### src/rtl/wb_seg7_scanner.sv
// Wishbone-attached multiplexed 7-segment scanner with binary/hex display modes and per-digit blanking.
// Optional decimal-point output and CTRL[23:16] dp mask when SEG7_DP_EN is defined.
module wb_seg7_scanner #(
  parameter int NUM_DIGITS = 8,
  parameter int SCAN_DIV   = 200
) (
  input  logic                  wb_clk_i,
  input  logic                  wb_rst_i,
  input  logic [31:0]           wb_adr_i,
  input  logic [31:0]           wb_dat_i,
  output logic [31:0]           wb_dat_o,
  input  logic                  wb_we_i,
  input  logic                  wb_stb_i,
  input  logic                  wb_cyc_i,
  input  logic [3:0]            wb_sel_i,
  output logic                  wb_ack_o,
  output logic [NUM_DIGITS-1:0] an_n,
  output logic [6:0]            seg_n
`ifdef SEG7_DP_EN
  ,
  output logic                  dp_n
`endif
);

`ifdef SEG7_DP_EN
  localparam logic [31:0] CTRL_WMASK = 32'h00FF_FF03;
`else
  localparam logic [31:0] CTRL_WMASK = 32'h0000_FF03;
`endif

  function automatic logic [31:0] merge_bytes(input logic [31:0] old_v, input logic [31:0] new_v,
                                              input logic [3:0] sel);
    logic [31:0] res;
    for (int b = 0; b < 4; b++) begin
      res[8*b +: 8] = sel[b] ? new_v[8*b +: 8] : old_v[8*b +: 8];
    end
    return res;
  endfunction

  // Active-low {a,b,c,d,e,f,g} glyphs
  function automatic logic [6:0] hex_glyph(input logic [3:0] v);
    case (v)
      4'h0:    return 7'b0000001;
      4'h1:    return 7'b1001111;
      4'h2:    return 7'b0010010;
      4'h3:    return 7'b0000110;
      4'h4:    return 7'b1001100;
      4'h5:    return 7'b0100100;
      4'h6:    return 7'b0100000;
      4'h7:    return 7'b0001111;
      4'h8:    return 7'b0000000;
      4'h9:    return 7'b0000100;
      4'hA:    return 7'b0001000;
      4'hB:    return 7'b1100000;
      4'hC:    return 7'b0110001;
      4'hD:    return 7'b1000010;
      4'hE:    return 7'b0110000;
      default: return 7'b0111000;
    endcase
  endfunction

  logic                  ack_q, ack_d;
  logic [31:0]           dat_q, dat_d;
  logic [31:0]           data_q, data_d;
  logic [31:0]           ctrl_q, ctrl_d;
  logic [15:0]           presc_q, presc_d;
  logic [2:0]            idx_q, idx_d;
  logic [NUM_DIGITS-1:0] an_q, an_d;
  logic [6:0]            seg_q, seg_d;
  logic                  dp_q, dp_d;

  logic                  req, wr, tick, blank;
  logic [1:0]            reg_sel;
  logic [31:0]           rd_mux;
  logic [7:0]            blank_mask, dp_mask;
  logic [NUM_DIGITS-1:0] one_hot;
  logic [6:0]            glyph;
  logic                  unused_adr_bits;

  assign unused_adr_bits = ^{wb_adr_i[31:4], wb_adr_i[1:0], dp_q};

  // Bus decode, register update and display scan next-state
  always_comb begin
    req     = wb_cyc_i & wb_stb_i & ~ack_q;
    wr      = req & wb_we_i;
    reg_sel = wb_adr_i[3:2];
    ack_d   = req;

    case (reg_sel)
      2'd0:    rd_mux = data_q;
      2'd1:    rd_mux = ctrl_q;
      2'd2:    rd_mux = {29'd0, idx_q};
      default: rd_mux = 32'd0;
    endcase
    if (req) dat_d = rd_mux;
    else     dat_d = 32'd0;

    if (wr && reg_sel == 2'd0) data_d = merge_bytes(data_q, wb_dat_i, wb_sel_i);
    else                       data_d = data_q;
    if (wr && reg_sel == 2'd1) ctrl_d = merge_bytes(ctrl_q, wb_dat_i, wb_sel_i) & CTRL_WMASK;
    else                       ctrl_d = ctrl_q;

    tick = (presc_q == 16'(SCAN_DIV - 1));
    if (tick) presc_d = 16'd0;
    else      presc_d = presc_q + 16'd1;

    // Display decode uses the pre-write register values, so a write on a tick edge shows next tick
    blank_mask = ctrl_q[15:8];
    dp_mask    = ctrl_q[23:16];
    blank      = ~ctrl_q[0] | blank_mask[idx_q];
    for (int k = 0; k < NUM_DIGITS; k++) begin
      one_hot[k] = (idx_q == 3'(k));
    end
    if (ctrl_q[1]) glyph = hex_glyph(data_q[{idx_q, 2'b00} +: 4]);
    else           glyph = hex_glyph({3'b000, data_q[{2'b00, idx_q}]});

    if (tick) begin
      if (idx_q == 3'(NUM_DIGITS - 1)) idx_d = 3'd0;
      else                             idx_d = idx_q + 3'd1;
      if (blank) begin
        an_d  = {NUM_DIGITS{1'b1}};
        seg_d = 7'h7F;
        dp_d  = 1'b1;
      end else begin
        an_d  = ~one_hot;
        seg_d = glyph;
        dp_d  = ~dp_mask[idx_q];
      end
    end else begin
      idx_d = idx_q;
      an_d  = an_q;
      seg_d = seg_q;
      dp_d  = dp_q;
    end
  end

  // State registers with synchronous reset
  always_ff @(posedge wb_clk_i) begin
    if (wb_rst_i) begin
      ack_q   <= 1'b0;
      dat_q   <= 32'd0;
      data_q  <= 32'd0;
      ctrl_q  <= 32'h0000_0001;
      presc_q <= 16'd0;
      idx_q   <= 3'd0;
      an_q    <= {NUM_DIGITS{1'b1}};
      seg_q   <= 7'h7F;
      dp_q    <= 1'b1;
    end else begin
      ack_q   <= ack_d;
      dat_q   <= dat_d;
      data_q  <= data_d;
      ctrl_q  <= ctrl_d;
      presc_q <= presc_d;
      idx_q   <= idx_d;
      an_q    <= an_d;
      seg_q   <= seg_d;
      dp_q    <= dp_d;
    end
  end

  assign wb_ack_o = ack_q;
  assign wb_dat_o = dat_q;
  assign an_n     = an_q;
  assign seg_n    = seg_q;
`ifdef SEG7_DP_EN
  assign dp_n     = dp_q;
`endif

endmodule

### config.mk
export PLATFORM = sky130hd
export DESIGN_NAME = wb_seg7_scanner
export DESIGN_NICKNAME = d
export VERILOG_FILES = /design/src/rtl/wb_seg7_scanner.sv
export SDC_FILE = /design/constraint.sdc
export NUM_CORES = 1
export LEC_CHECK = 0
export ABC_AREA = 1
export BUFFER_PORTS_ARGS = -buffer_cell sky130_fd_sc_hd__buf_4
export CORE_MARGIN = 2
export CORE_UTILIZATION = 53
export DETAILED_ROUTE_END_ITERATION = 10
export PLACE_DENSITY = 0.81
export SETUP_SLACK_MARGIN = 0.5
export SLEW_MARGIN = 30
export SYNTH_ARGS = -nofsm -noshare
export SYNTH_HDL_FRONTEND = slang
export SYNTH_SLANG_ARGS = --single-unit
### constraint.sdc
create_clock -name wb_clk_i -period 1.96 [get_ports wb_clk_i]
set_input_delay 0.196 -clock wb_clk_i [delete_from_list [all_inputs] [get_ports wb_clk_i]]
set_output_delay 0.196 -clock wb_clk_i [all_outputs]
set_load 0.005 [all_outputs]
==> impl_metrics.json, run 1 <==
{
  "status": "finished, final reports clean",
  "p_leak_nw": 2.70,
  "final_common_cell": "buf_4",
  "period_needed_ns": 1.87,
  "dp.cells": 811,
  "max-vdd-ir-drop_mv": 0.365,
  "dr_total_vias": 4745,
  "drc_errors": 0,
  "period_share_pct": 95.4,
  "wl_per_cell_um": 15.4,
  "synth_area_mm2": 0.00473,
  "clkPwrFrac_pct": 34.1,
  "dpl_cell_area_mm2": 0.00553,
  "core_mm2": 0.00868,
  "finalSetupTns_ns": 0,
  "synth.avg_cell_area_um2": 7.58,
  "syn_inst": 624,
  "overflow": 0,
  "critical_path_class": "reg2reg",
  "pin_count": 121,
  "sw_frac_of_total_pct": 25.5,
  "grt_usage_pct": 25.2,
  "power_switching_w": 0.000964,
  "rrSetupSlack_ns": 0.09,
  "clockBufferDepth": 2,
  "cts.sinks": 109,
  "clk_latency_ns": 0.38,
  "drt-initial-drc-count": 334,
  "ctsHtreeMaxLevel": 3,
  "cts_buffers": 9,
  "gp_congestion": 0.848,
  "r2r_end": "seg_n[6]",
  "rows": 34,
  "slew_headroom_pct": 73.2,
  "power_frac_seq_pct": 59.2,
  "ys_seq_area_share_pct": 46.1,
  "cp_max_fo": 6,
  "drt_wl_total_mm": 13.1,
  "seq_area_mm2": 0.00220,
  "area_delta_synth_final_pct": 32.4,
  "die_h_um": 98.5,
  "top_layer": "met4",
  "clk_pin_slew_worst_paths_ns": 0.11,
  "wl_met1_mm": 5.50,
  "start_util_pct": 54.5,
  "yosysWarningCount": 0,
  "crit_required_ns": 2.23,
  "final_cell_mix": "buf_4, dfxtp_1, nand2_1, inv_1, a21oi_1",
  "cp-end-kind": "register",
  "route.met3.wl_um": 942,
  "antennaDiodeCount": 0,
  "whs_ns": 0.0711,
  "cts_tree": "built",
  "antenna_found_initial": 0,
  "fin_area_mm2": 0.00626,
  "synth_edf_count": 0,
  "dp_slack_ns": 0.139,
  "drive_above_1_share_pct": 31.2,
  "via_per_inst": 5.60,
  "layout.cells.non_filler": 848,
  "startpoint": "idx_q[0]",
  "report.final.slew_viol_count": 0,
  "multi_input_area_mm2": 0.00236,
  "worstPathArrival_ns": 2.14,
  "min_path_type": "in2reg",
  "port_buffers": 90,
  "timing.fmax_ghz": 0.535,
  "drt_pass1_iterations": 5,
  "startpoint_type": "register",
  "dp_hpwl_mm": 8.27,
  "synth_ff_type": "dfxtp_1",
  "nets": 821,
  "dieArea_mm2": 0.00970,
  "setup_violations": 0,
  "synth_seq_cells": 109,
  "grt_pass1_wl_mm": 20.1,
  "ctsHoldBuffers": 0,
  "grt_pass1_vias": 4384,
  "grt_max_degree": 33,
  "hold_violations": 0,
  "synth_nets": 710,
  "fillCellCount": 652,
  "ys_types": 35,
  "combPwrFrac_pct": 6.8,
  "finClkSkew_ns": 0.0130,
  "wl_met2_mm": 6.28,
  "cellPowerDensity_mw_per_mm2": 605,
  "drtAntennaViolNets": 0,
  "drv_cap": 0,
  "cp-endpoint": "seg_n[6]",
  "r2r_cells": 15,
  "die_w_um": 98.5,
  "internal-power_w": 0.00282,
  "async_flop_share_pct": 0,
  "r2r_start": "idx_q[0]",
  "rsz0062_at_grt": "true",
  "clock_tree.root_cell": "clkbuf_8",
  "fin_ws_ns": 0.0900,
  "worstMarginPinSlew_ns": 0.399
}
-- worst max-delay path, stage by stage, from the launching register on --
cell     delay [ns]
dfxtp_4        0.43
buf_6          0.14
nand2_2        0.05
nand2_1        0.07
nand2_1        0.05
nand2_1        0.08
nand2_2        0.06
nand2_4        0.14
inv_6          0.06
ha_2           0.19
inv_2          0.07
nand3_1        0.10
nand3_1        0.10
nand2_1        0.07
nand2_1        0.09
a21oi_2        0.06
-- through the flow --
step	power, W	utilization [%]
floorplan	0.00239	-
global placement	0.00250	63.7
detailed placement	0.00250	63.7
CTS	0.00376	68.9
global route	0.00391	72.1
finish	0.00379	72.1
-- cells in the mapped netlist, types with 2 or more instances --
| master | instances | area share [%] |
|---|---|---|
| dfxtp_1 | 109 | 46 |
| nand2_1 | 108 | 8.6 |
| inv_1 | 86 | 6.8 |
| a21oi_1 | 66 | 7.0 |
| o21ai_0 | 53 | 5.6 |
| nand3_1 | 35 | 3.7 |
| nor2_1 | 33 | 2.6 |
| nor3_1 | 29 | 3.1 |
| ha_1 | 13 | 3.4 |
| buf_2 | 11 | 1.2 |
| o22ai_1 | 10 | 1.3 |
| o211ai_1 | 9 | 1.4 |
| clkbuf_1 | 8 | 0.63 |
| o21ai_1 | 8 | 0.85 |
| nand4_1 | 7 | 0.93 |
| nand2_2 | 6 | 0.79 |
| buf_6 | 5 | 1.2 |
| inv_2 | 4 | 0.32 |
| a41oi_1 | 3 | 0.56 |
| buf_1 | 3 | 0.24 |
| a21oi_2 | 2 | 0.37 |
| nand3_2 | 2 | 0.42 |
| nor4_1 | 2 | 0.26 |
-- final cells by class --
cell class	instances	share of cell area [%]
Multi-Input combinational cell	396	37.6
Clock buffer	9	1.98
Clock inverter	7	0.919
Sequential cell	109	35.2
Tap cell	108	2.16
Timing Repair Buffer	127	16.4
Inverter	92	5.76
-- sequential cells by signal, indices dropped and copies added (netlist names) --
name / cells
an_n: 8
ctrl_q: 10
data_q: 32
idx_q: 3
presc_q: 16
seg_n: 7
wb_ack_o: 1
wb_dat_o: 32
-- per-layer routing --
layer  vias up  global-route usage (%)
li1       2278                       -
met1      2177                    32.7
met2       250                    41.3
met3        40                    5.67
met4         0                    9.27
met5         -                       0
-- worst min-delay path by stage --
stage | from | to | slack [ns] | cells past startpoint
2_1_floorplan | wb_dat_i[0] | ctrl_q[0] | 0.37 | 2
3_3_place_gp | presc_q[0] | presc_q[0] | 0.44 | 1
3_5_place_dp | presc_q[0] | presc_q[0] | 0.46 | 1
4_1_cts | wb_dat_i[20] | data_q[20] | 0.08 | 3
5_1_grt | wb_dat_i[31] | data_q[31] | 0.07 | 3
6_report | wb_dat_i[29] | data_q[29] | 0.07 | 3
-- cell families after synthesis --
| group | count (synthesis) | synth area share (%) |
|---|---|---|
| AOI/OAI and AO/OA | 153 | 17.6 |
| buffers and inverters | 119 | 10.6 |
| and+or+nand+nor | 228 | 21.8 |
| xor gates and xnor gates | 2 | 0.370 |
| DFF | 109 | 46.1 |
| adders and majority gates | 13 | 3.44 |
-- what timing repair did --
action                                  4_1_cts  5_1_grt
cloned                                        0        1
resized for setup                            43       71
setup buffers                                15        5
pin swaps                                    15       21
endpoints found under the setup margin       55       57
-- power groups by stage --
stage | Sequential, W | Clock [W] | Combinational [W]
6_report | 0.00224 | 0.00129 | 0.000256
4_1_cts | 0.00224 | 0.00129 | 0.000225
3_5_place_dp | 0.00229 | 0 | 0.000209
2_1_floorplan | 0.00229 | 0 | 0.000104
3_3_place_gp | 0.00229 | 0 | 0.000205
5_1_grt | 0.00224 | 0.00139 | 0.000278
No activity file was read; power rests on OpenSTA's default activity.
==> inputs of run 2 (changes only) <==
--- a/config.mk
+++ b/config.mk
@@ -11,4 +11,5 @@
 export CORE_UTILIZATION = 53
 export DETAILED_ROUTE_END_ITERATION = 10
+export GPL_TIMING_DRIVEN = 0
 export PLACE_DENSITY = 0.81
 export SETUP_SLACK_MARGIN = 0.5
==> constraint.sdc (replaced) <==
create_clock -name wb_clk_i -period 1.96 [get_ports wb_clk_i]
set_input_delay 0.392 -clock wb_clk_i [delete_from_list [all_inputs] [get_ports wb_clk_i]]
set_output_delay 0.392 -clock wb_clk_i [all_outputs]
set_load 0.005 [all_outputs]
==> impl_metrics.json, run 2 (synthesized netlist as in run 1, its figures left out) <==
{
  "status": "finished, final reports clean",
  "critical_path_class": "reg2reg",
  "drt_pass1_iterations": 5,
  "antenna_found_initial": 0,
  "ctsHoldBuffers": 0,
  "cp_common_cell": "a21oi_1",
  "grt_pass1_wl_mm": 21.8,
  "crit_cells": 12,
  "cellPowerDensity_mw_per_mm2": 591,
  "drv_cap": 0,
  "drtAntennaViolNets": 0,
  "area_delta_synth_final_pct": 39.1,
  "grt_usage_pct": 27.6,
  "clockBufferDepth": 2,
  "drive_above_1_share_pct": 35.5,
  "rsz0062_at_grt": "true",
  "min_delay_path_depth": 3,
  "cp-end-kind": "register",
  "worstPathCellList": "inv_2, buf_6, a21oi_1, o21ai_1, nand3_1, nand2_4, ha_2, inv_1, buf_4, nor3_2, nor2_1, a21oi_1",
  "fillCellCount": 596,
  "final_common_cell": "buf_4",
  "timing.fmax_ghz": 0.513,
  "clock_tree.root_cell": "clkbuf_8",
  "crit_required_ns": 2.27,
  "clk_latency_ns": 0.38,
  "setup_violations": 0,
  "port_buffers": 90,
  "layout.cells.non_filler": 882,
  "start_util_pct": 54.5,
  "max-vdd-ir-drop_mv": 0.610,
  "slew_headroom_pct": 62.8,
  "core_mm2": 0.00868,
  "worstMarginPinSlew_ns": 0.558,
  "rows": 34,
  "gp_congestion": 0.890,
  "finClkSkew_ns": 0.0155,
  "dp.cells": 822,
  "nets": 855,
  "period_needed_ns": 1.95,
  "r2r_end": "seg_n[0]",
  "period_share_pct": 99.4,
  "via_per_inst": 5.71,
  "r2r_start": "idx_q[1]",
  "p_leak_nw": 2.83,
  "cp-endpoint": "seg_n[0]",
  "critPathSlowestCell": "dfxtp_4",
  "cts_buffers": 9,
  "min_path_type": "in2reg",
  "cp_max_fo": 11,
  "finalSetupTns_ns": 0,
  "antennaDiodeCount": 0,
  "cts_tree": "built",
  "cp.buffers_inverters": 4,
  "final_cell_mix": "buf_4, dfxtp_1, inv_1, nand2_1, a21oi_1",
  "startpoint_type": "register",
  "report.final.slew_viol_count": 0,
  "die_w_um": 98.5,
  "dr_total_vias": 5032,
  "grt_max_degree": 19,
  "grt_pass1_vias": 4760,
  "wl_per_cell_um": 16.6,
  "hold_violations": 0,
  "pin_count": 121,
  "drt-initial-drc-count": 450,
  "r2r_cells": 12,
  "cp_top_family": "buffers and inverters",
  "cts.sinks": 109,
  "worstPathArrival_ns": 2.26,
  "dp_hpwl_mm": 9.14,
  "startpoint": "idx_q[1]",
  "clk_pin_slew_worst_paths_ns": 0.11,
  "slowest_delay_ns": 0.38,
  "ctsHtreeMaxLevel": 3,
  "die_h_um": 98.5,
  "overflow": 0,
  "rrSetupSlack_ns": 0.01,
  "drt_wl_total_mm": 14.6,
  "dieArea_mm2": 0.00970,
  "drc_errors": 0
}
run 2: cell type report:
type                    count  area, um^2  share of cell area, %
multi-input cells         396        2430                   37.0
flip-flops and latches    109        2200                   33.5
repair buffers            134        1040                   15.8
inverters                  92         363                   5.52
plain buffers              27         210                   3.20
well taps                 108         135                   2.05
clock buffers               9         124                   1.88
clock inverters             7        71.3                   1.08
run 2: stage by stage:
stage	worst slack [ns]	instance area [um^2]	hold WS (ns)	utilization, %	power (W)
CTS	0.134	6180	0.289	71.2	0.00385
global placement	0.0727	5560	0.445	64.1	0.00250
floorplan	0.271	4750	0.430	-	0.00239
global route	-0.109	6580	0.284	75.8	0.00402
finish	0.0125	6580	0.276	75.8	0.00389
detailed placement	0.0282	5560	0.454	64.1	0.00251
run 2: worst min-delay path by stage:
stage	start	to	slack (ns)
2_1_floorplan	presc_q[0]	presc_q[0]	0.43
3_3_place_gp	presc_q[0]	presc_q[0]	0.45
3_5_place_dp	an_n[3]	an_n[3]	0.45
4_1_cts	wb_dat_i[29]	data_q[29]	0.29
5_1_grt	wb_dat_i[22]	data_q[22]	0.28
6_report	wb_dat_i[31]	data_q[31]	0.28
run 2: power breakdown:
group / leakage, nW / total [W] / switching [W] / internal (W)
Combinational: 1.84 / 0.000279 / 0.000153 / 0.000126
Sequential: 0.886 / 0.00224 / 0.0000145 / 0.00223
Clock: 0.104 / 0.00137 / 0.000769 / 0.000596
run 2: tightest hold or removal path, stage by stage:
cell and delay, ns:
buf_4 0.08, o21ai_1 0.06, a21oi_1 0.10
run 2: layer usage:
layer / up-vias / wire length, um / GRT usage, %
met3: 66 / 1050 / 6.03
met1: 2337 / 5850 / 35.2
met2: 285 / 7140 / 46.1
met4: 0 / 609 / 10.5
met5: - / 0 / 0
li1: 2344 / - / -
run 2: timing repair:
action,in CTS,in global routing
pin swaps,24,33
endpoints found under the setup margin,59,54
resized for setup,65,88
setup buffers,26,18
hold endpoints to repair,0,0
gates cloned,0,0
==> inputs of run 3 (changes only) <==
- CORE_UTILIZATION: 53 -> 40
- PLACE_DENSITY: 0.81 -> 0.64
==> impl_metrics.json, run 3 (synthesized netlist as in run 1, its figures left out) <==
{
  "status": "finished, final reports clean",
  "dr_total_vias": 4597,
  "antenna_found_initial": 0,
  "drc_errors": 0,
  "layout.cells.non_filler": 904,
  "rrSetupSlack_ns": 0.11,
  "cts.sinks": 109,
  "drt_wl_total_mm": 13.6,
  "port_buffers": 90,
  "final_cell_mix": "buf_4, dfxtp_1, nand2_1, inv_1, a21oi_1",
  "setup_violations": 0,
  "cp_max_fo": 8,
  "antennaDiodeCount": 0,
  "finalPower_w": 0.00456,
  "drive_above_1_share_pct": 32.5,
  "min_path_type": "in2reg",
  "via_per_inst": 5.09,
  "grtUsageMet1_pct": 27.2,
  "die_h_um": 113,
  "rsz0062_at_grt": "true",
  "fillCellCount": 1011,
  "timing.fmax_ghz": 0.539,
  "overflow": 0,
  "pin_count": 121,
  "grt_use_met3_pct": 3.54,
  "finClkSkew_ns": 0.00704,
  "final_common_cell": "buf_4",
  "drtAntennaViolNets": 0,
  "report.final.slew_viol_count": 0,
  "grt_util_met2_pct": 35.1,
  "max-vdd-ir-drop_mv": 0.517,
  "ctsHtreeMaxLevel": 3,
  "worstPathArrival_ns": 2.14,
  "drt_pass1_iterations": 5,
  "slew_headroom_pct": 64.5,
  "cts_tree": "built",
  "critical_path_class": "reg2reg",
  "area_delta_synth_final_pct": 41.2,
  "clock_tree.root_cell": "clkbuf_16",
  "grt_max_degree": 17,
  "drt-initial-drc-count": 292,
  "gp_congestion": 0.889,
  "cellPowerDensity_mw_per_mm2": 682,
  "die_w_um": 113,
  "dp_hpwl_mm": 9.30,
  "ctsHoldBuffers": 0,
  "p_leak_nw": 2.86,
  "whs_ns": 0.314,
  "core_mm2": 0.0115,
  "grt_pass1_wl_mm": 21.7,
  "period_share_pct": 94.6,
  "clk_latency_ns": 0.35,
  "finalSetupTns_ns": 0,
  "startpoint_type": "register",
  "clockBufferDepth": 2,
  "crit_required_ns": 2.25,
  "dp.cells": 857,
  "period_needed_ns": 1.85,
  "grt_pass1_vias": 4498,
  "clk_pin_slew_worst_paths_ns": 0.07,
  "grt_usage_pct": 21.0,
  "worstMarginPinSlew_ns": 0.532,
  "wl_per_cell_um": 15.1,
  "nets": 844,
  "hold_violations": 0,
  "dieArea_mm2": 0.0127,
  "cp-end-kind": "register",
  "drv_cap": 0,
  "grt-busiest-layer": "met2",
  "rows": 39,
  "start_util_pct": 41.2,
  "cts_buffers": 9
}
==> run 3: what timing repair did <==
item                                    in CTS  in global routing
buffers inserted                            16                 16
gates resized for setup                     66                 70
cloned                                       0                  1
pin swaps                                   22                 25
endpoints found under the setup margin      58                 66
==> run 3: cell type report <==
class	count	area [um^2]	share of cell area, %
Inverter	92	363	5.43
Tap cell	143	179	2.68
Timing Repair Buffer	123	990	14.8
Clock buffer	10	239	3.58
Sequential cell	109	2200	33.0
Buffer	27	213	3.18
Clock inverter	4	97.6	1.46
Multi-Input combinational cell	396	2400	35.9
==> run 3: critical path, cell delays in order, from the launching register on <==
cell     delay, ns
dfxtp_2       0.36
buf_12        0.15
inv_8         0.04
buf_8         0.13
nand2_4       0.05
nand3_2       0.06
nand2_2       0.08
nand2_2       0.06
nand2_4       0.11
inv_4         0.06
ha_4          0.28
nand3_4       0.07
a21oi_2       0.13
nand2_1       0.08
a21oi_2       0.12
==> run 3: power by group <==
group          internal [W]  switching [W]  leakage, nW
registers           0.00223      0.0000164        0.885
logic              0.000113       0.000139         1.81
clock network       0.00127       0.000790        0.161
==> run 3: metal layers <==
| layer | share of wire [%] | vias up | wire [um] |
|---|---|---|---|
| met3 | 5.0 | 20 | 677 |
| li1 | - | 2322 | - |
| met2 | 49 | 144 | 6610 |
| met4 | 2.2 | 0 | 299 |
| met5 | 0 | - | 0 |
| met1 | 44 | 2111 | 6020 |
==> run 3: metrics by stage <==
stage	worst slack [ns]	instance area, um^2	utilization, %
6_report	0.105	6680	58.3
5_1_grt	-0.00265	6680	58.3
4_1_cts	0.145	6310	55.0
3_5_place_dp	0.0198	5610	48.9
3_3_place_gp	0.0327	5610	48.9
2_1_floorplan	0.271	4750	-
==> run 3: worst paths after layout <==
| check | from | cells past startpoint | endpoint |
|---|---|---|---|
| worst min register to register | an_n[3] | 2 | an_n[3] |
| worst max register to register | idx_q[0] | 14 | seg_n[5] |
| worst max-delay path | idx_q[0] | 14 | seg_n[5] |
| worst min-delay path | wb_dat_i[23] | 3 | data_q[23] |
